File: src/rtl/fifo_rd_ctrl.sv
// Read-side controller of a dual-clock FIFO: read pointer, write-pointer
// synchronizer, and registered empty / half-empty / occupancy / underflow flags.
module fifo_rd_ctrl #(
    parameter int A_Size = 8
) (
    input  logic              r_clk,
    input  logic              r_rst,
    input  logic              r_inc,
    input  logic [A_Size:0]   wptr,
    output logic [A_Size:0]   raddr,
    output logic [A_Size:0]   rptr,
    output logic              rempty,
    output logic              hempty,
    output logic [A_Size:0]   rcount,
    output logic              r_underflow
);

    localparam logic [A_Size:0] HALF_DEPTH = {2'b01, {(A_Size-1){1'b0}}};

    logic [A_Size:0] wq1_q, wq1_d;
    logic [A_Size:0] wq2_q, wq2_d;
    logic [A_Size:0] rbin_q, rbin_d;
    logic [A_Size:0] rgray_q, rgray_d;
    logic [A_Size:0] rcount_q, rcount_d;
    logic            rempty_q, rempty_d;
    logic            hempty_q, hempty_d;
    logic            r_underflow_q, r_underflow_d;

    logic [A_Size:0] wq2_bin_s;
    logic [A_Size:0] occ_s;
    logic            pop_s;

    function automatic logic [A_Size:0] gray2bin(input logic [A_Size:0] g);
        logic [A_Size:0] b;
        b[A_Size] = g[A_Size];
        for (int i = A_Size - 1; i >= 0; i--) begin
            b[i] = b[i+1] ^ g[i];
        end
        return b;
    endfunction

    // Next-state: synchronizer shift, pointer advance and flag computation.
    always_comb begin
        wq1_d         = wptr;
        wq2_d         = wq1_q;
        wq2_bin_s     = gray2bin(wq2_q);
        pop_s         = r_inc & ~rempty_q;
        rbin_d        = rbin_q + {{A_Size{1'b0}}, pop_s};
        rgray_d       = (rbin_d >> 1) ^ rbin_d;
        // Occupancy uses the post-pop pointer so a pop and a new write in the same cycle net out.
        occ_s         = wq2_bin_s - rbin_d;
        rcount_d      = occ_s;
        rempty_d      = (rgray_d == wq2_q);
        hempty_d      = (occ_s < HALF_DEPTH);
        r_underflow_d = r_inc & rempty_q;
    end

    // State register with asynchronous reset to the empty FIFO condition.
    always_ff @(posedge r_clk or posedge r_rst) begin
        if (r_rst) begin
            wq1_q         <= {(A_Size+1){1'b0}};
            wq2_q         <= {(A_Size+1){1'b0}};
            rbin_q        <= {(A_Size+1){1'b0}};
            rgray_q       <= {(A_Size+1){1'b0}};
            rcount_q      <= {(A_Size+1){1'b0}};
            rempty_q      <= 1'b1;
            hempty_q      <= 1'b1;
            r_underflow_q <= 1'b0;
        end else begin
            wq1_q         <= wq1_d;
            wq2_q         <= wq2_d;
            rbin_q        <= rbin_d;
            rgray_q       <= rgray_d;
            rcount_q      <= rcount_d;
            rempty_q      <= rempty_d;
            hempty_q      <= hempty_d;
            r_underflow_q <= r_underflow_d;
        end
    end

    assign raddr       = rbin_q;
    assign rptr        = rgray_q;
    assign rcount      = rcount_q;
    assign rempty      = rempty_q;
    assign hempty      = hempty_q;
    assign r_underflow = r_underflow_q;

endmodule

File: config.mk
export PLATFORM = sky130hd
export DESIGN_NAME = fifo_rd_ctrl
export DESIGN_NICKNAME = d
export VERILOG_FILES = /design/src/rtl/fifo_rd_ctrl.sv
export SDC_FILE = /design/constraint.sdc
export NUM_CORES = 1
export LEC_CHECK = 0
export ABC_AREA = 1
export CAP_MARGIN = 20
export CORE_MARGIN = 3
export CORE_UTILIZATION = 45
export CTS_CLUSTER_DIAMETER = 80
export DETAILED_ROUTE_END_ITERATION = 16
export HOLD_SLACK_MARGIN = 0.08
export PLACE_DENSITY = 0.83
export SYNTH_ARGS = -nofsm -noshare
export SYNTH_HDL_FRONTEND = slang
export SYNTH_SLANG_ARGS = --single-unit
File: constraint.sdc
create_clock -name r_clk -period 2.9 [get_ports r_clk]
set_clock_uncertainty 0.1 [all_clocks]
set_input_delay 0.29 -clock r_clk [delete_from_list [all_inputs] [get_ports r_clk]]
set_output_delay 0.29 -clock r_clk [all_outputs]
set_load 0.01 [all_outputs]
==> results.cfg <==
[outcome]
status = finished with violations
violations = setup timing

[clock_tree]
clkLatencyLatePin_ns = 0.30
clockBufferDepth = 2
cts_tree = yes
numCtsBuffers = 5
numClockSinks = 47
clkSlewWorstSetupHoldPaths_ns = 0.07
cts_root_buf = clkbuf_8
h-tree-depth = 2

[routing]
drcViolationCount = 0
drt.antenna.violating_nets = 0
first_pass_iters = 4
wirelength_um = 4490
vias = 1678
vias_per_cell = 4.781
top_layer_used = met4
wl_met2_um = 2153
met3_length_um = 261
wl_met1_um = 1946
initialDrtViolationCount = 104
wl_per_cell_um = 12.79

[finish]
nNetsFinal = 309
drive_gt1_frac = 0.2902
antennaDiodeCount = 0
area_growth_pct = 39.67

[hold_path]
holdCritPathClass = flip-flop to flip-flop
min_to = wq2_q[7]
whs_path_depth = 0
worstHoldStart = wq1_q[7]

[yosys]
synth_area_leaders = dfrtp_1 51%, nand2_1 8.3%, ha_1 5.6%
synthDominantCellAreaShare = 0.5065
ys_types = 28
synth_seq_cells = 47
syn_area_mm2 = 0.002223
synthCells = 225
ys.warnings.count = 0
synth_top_cell_by_area = dfrtp_1
yosysSeqAreaShare = 0.5301
syn-mean-instance-area_um2 = 9.882
syn_nets = 248

[floorplan]
initial_core_util = 0.4871
core_area_mm2 = 0.004564
io_pins = 42
die_area_mm2 = 0.005820
die_y_um = 76.29
fp-row-count = 24
fp.dieW_um = 76.29

[power]
power_switching_share = 0.4028
comb_power_share = 0.588
p_seq_frac = 0.303
peakVddDrop_v = 0.0005540
power_density_mw_per_mm2 = 1059
p_int_mw = 1.964
power.leakage_nw = 1.483
p_sw_mw = 1.325
pwr-share-clk = 0.109
total_power_mw = 3.289

[sta]
slew_violations = 0
finalWorstSetupSlack_ns = -0.02947
whs_ns = 0.2486
post-route-period-util = 1.010
hold_violations = 0
timing.max_slew.rel_slack = 0.3977
period_needed_ns = 2.929
rsz0062_at_grt = yes
worst_pin_slew_ns = 0.9021
setup_viol = 2
clock.fmax_ghz = 0.3414

[job]
maxCapViolations = 0

[global_routing]
grt_pass1_vias = 1578
grt_usage = 0.1460
overflow = 0
grt_max_degree = 48
grt_pass1_wl_um = 6803
antenna_found_initial = 0

[worst_setup_path]
r2r_cells = 22
crit_type = flip-flop to flip-flop
r2r_end = rcount[6]
rr_startpoint = wq2_q[7]
crit_fanout = 4
cp.arrival_ns = 3.05
r2r_slack_ns = -0.03
cp-start-kind = flip-flop
critPathCaptureType = flip-flop
crit_required_ns = 3.02

[place]
routabilityCongestion = 0.8317
io_buffer_count = 41
hpwl_um = 3088
[stage by stage]
stage	setup TNS, ns	setup slack (ns)	cells	cell area, um2	utilization
global route	-0.4729	-0.1895	351	3105	0.6804
detailed placement	-0.3095	-0.1320	337	2760	0.6047
floorplan	0	0.2275	225	2223	-
finish	-0.03598	-0.02947	351	3105	0.6804
global placement	-0.03538	-0.03538	337	2760	0.6047
CTS	0	0.01303	346	2872	0.6291
[routing by layer]
metal | vias to the layer above | global-route usage
li1 | 823 | -
met3 | 15 | 0.04492
met5 | - | 0
met4 | 0 | 0.06703
met2 | 55 | 0.2302
met1 | 785 | 0.1838
[power groups by stage]
stage          clock network, mW  registers (mW)  logic [mW]
2_1_floorplan                  0            1.09       0.956
3_3_place_gp                   0            1.00        1.70
3_5_place_dp                   0            1.01        1.73
4_1_cts                    0.370           0.998        1.76
5_1_grt                    0.392            1.02        2.13
6_report                   0.358           0.998        1.93
[worst max-delay path by stage]
stage / start / cells after the start / slack, ns / endpoint
finish: wq2_q[7] / 22 / -0.03 / rcount[6]
global route: wq2_q[7] / 22 / -0.19 / rcount[6]
CTS: wq2_q[8] / 22 / 0.01 / rcount[6]
detailed placement: r_inc / 14 / -0.13 / hempty
global placement: r_inc / 14 / -0.04 / hempty
floorplan: wq2_q[8] / 22 / 0.23 / rcount[6]
[registers in the layout, indices dropped and copies added (netlist names)]
signal and count:
rptr 8, wq1_q 9, r_underflow 1, rcount 9, raddr 9, hempty 1, wq2_q 9, rempty 1
[logic make-up (layout without fill, tap and decap cells)]
group,Yosys count,in the layout,share of synthesized area
AND/OR/NAND/NOR,102,102,0.2189
flip-flops,47,47,0.5301
buffers and inverters,35,96,0.06303
XOR/XNOR,19,19,0.09680
adder cells (fa/ha/maj),11,11,0.06528
AO/OA/AOI/OAI,11,11,0.02588
[synth_stat cells (all sizes together)]
cell type	count
ha	10
nor2	11
xor2	16
buf	1
xnor2	3
dfrtp	45
fa	1
nand3	26
o21ai	1
o211ai	1
dfstp	2
nor3	3
a21oi	9
or2	2
clkinv	1
nand2	58
inv	33
nand4	2
[worst max-delay path, stage by stage (launching register included)]
cell and delay, ns:
dfrtp_2 0.45, inv_2 0.10, nand2_2 0.08, nand3_4 0.11, nand2_4 0.08, nand2_4 0.07, nand3_4 0.10, nand2_4 0.13
nand2_4 0.06, nand3_4 0.08, nand2_2 0.07, nand2_2 0.09, nand3_2 0.06, nand2_1 0.07, ha_2 0.17, inv_2 0.04
fa_2 0.34, nand3_2 0.09, nand2_4 0.08, a21oi_2 0.15, nor2_1 0.05, nor2_1 0.13, xnor2_1 0.13
[repair_timing]
action / CTS / global route
hold buffers: 0 / 0
endpoints found under the setup margin: 4 / 6
buffers inserted: 2 / 5
resized for setup: 6 / 45
cloned: 0 / 0
pin swaps: 1 / 11
[layout make-up]
cell class                      count  area, um2
Fill cell                         350       1459
Sequential cell                    47       1180
Multi-Input combinational cell    143       1120
Timing Repair Buffer               55      515.5
Inverter                           34      132.6
Tap cell                           65      81.33
Clock buffer                        7      76.32
[layout by cell type, fill, tap and decap left out, types with 8 or more instances in the layout]
cell type	n
inv_1	26
buf_4	14
clkdlybuf4s50_1	41
nand2_2	13
xor2_1	12
nand2_1	37
nor2_1	9
nand3_1	11
dfrtp_1	44
nand3_2	8
nand2_4	8
No activity file was read; power rests on OpenSTA's default activity.
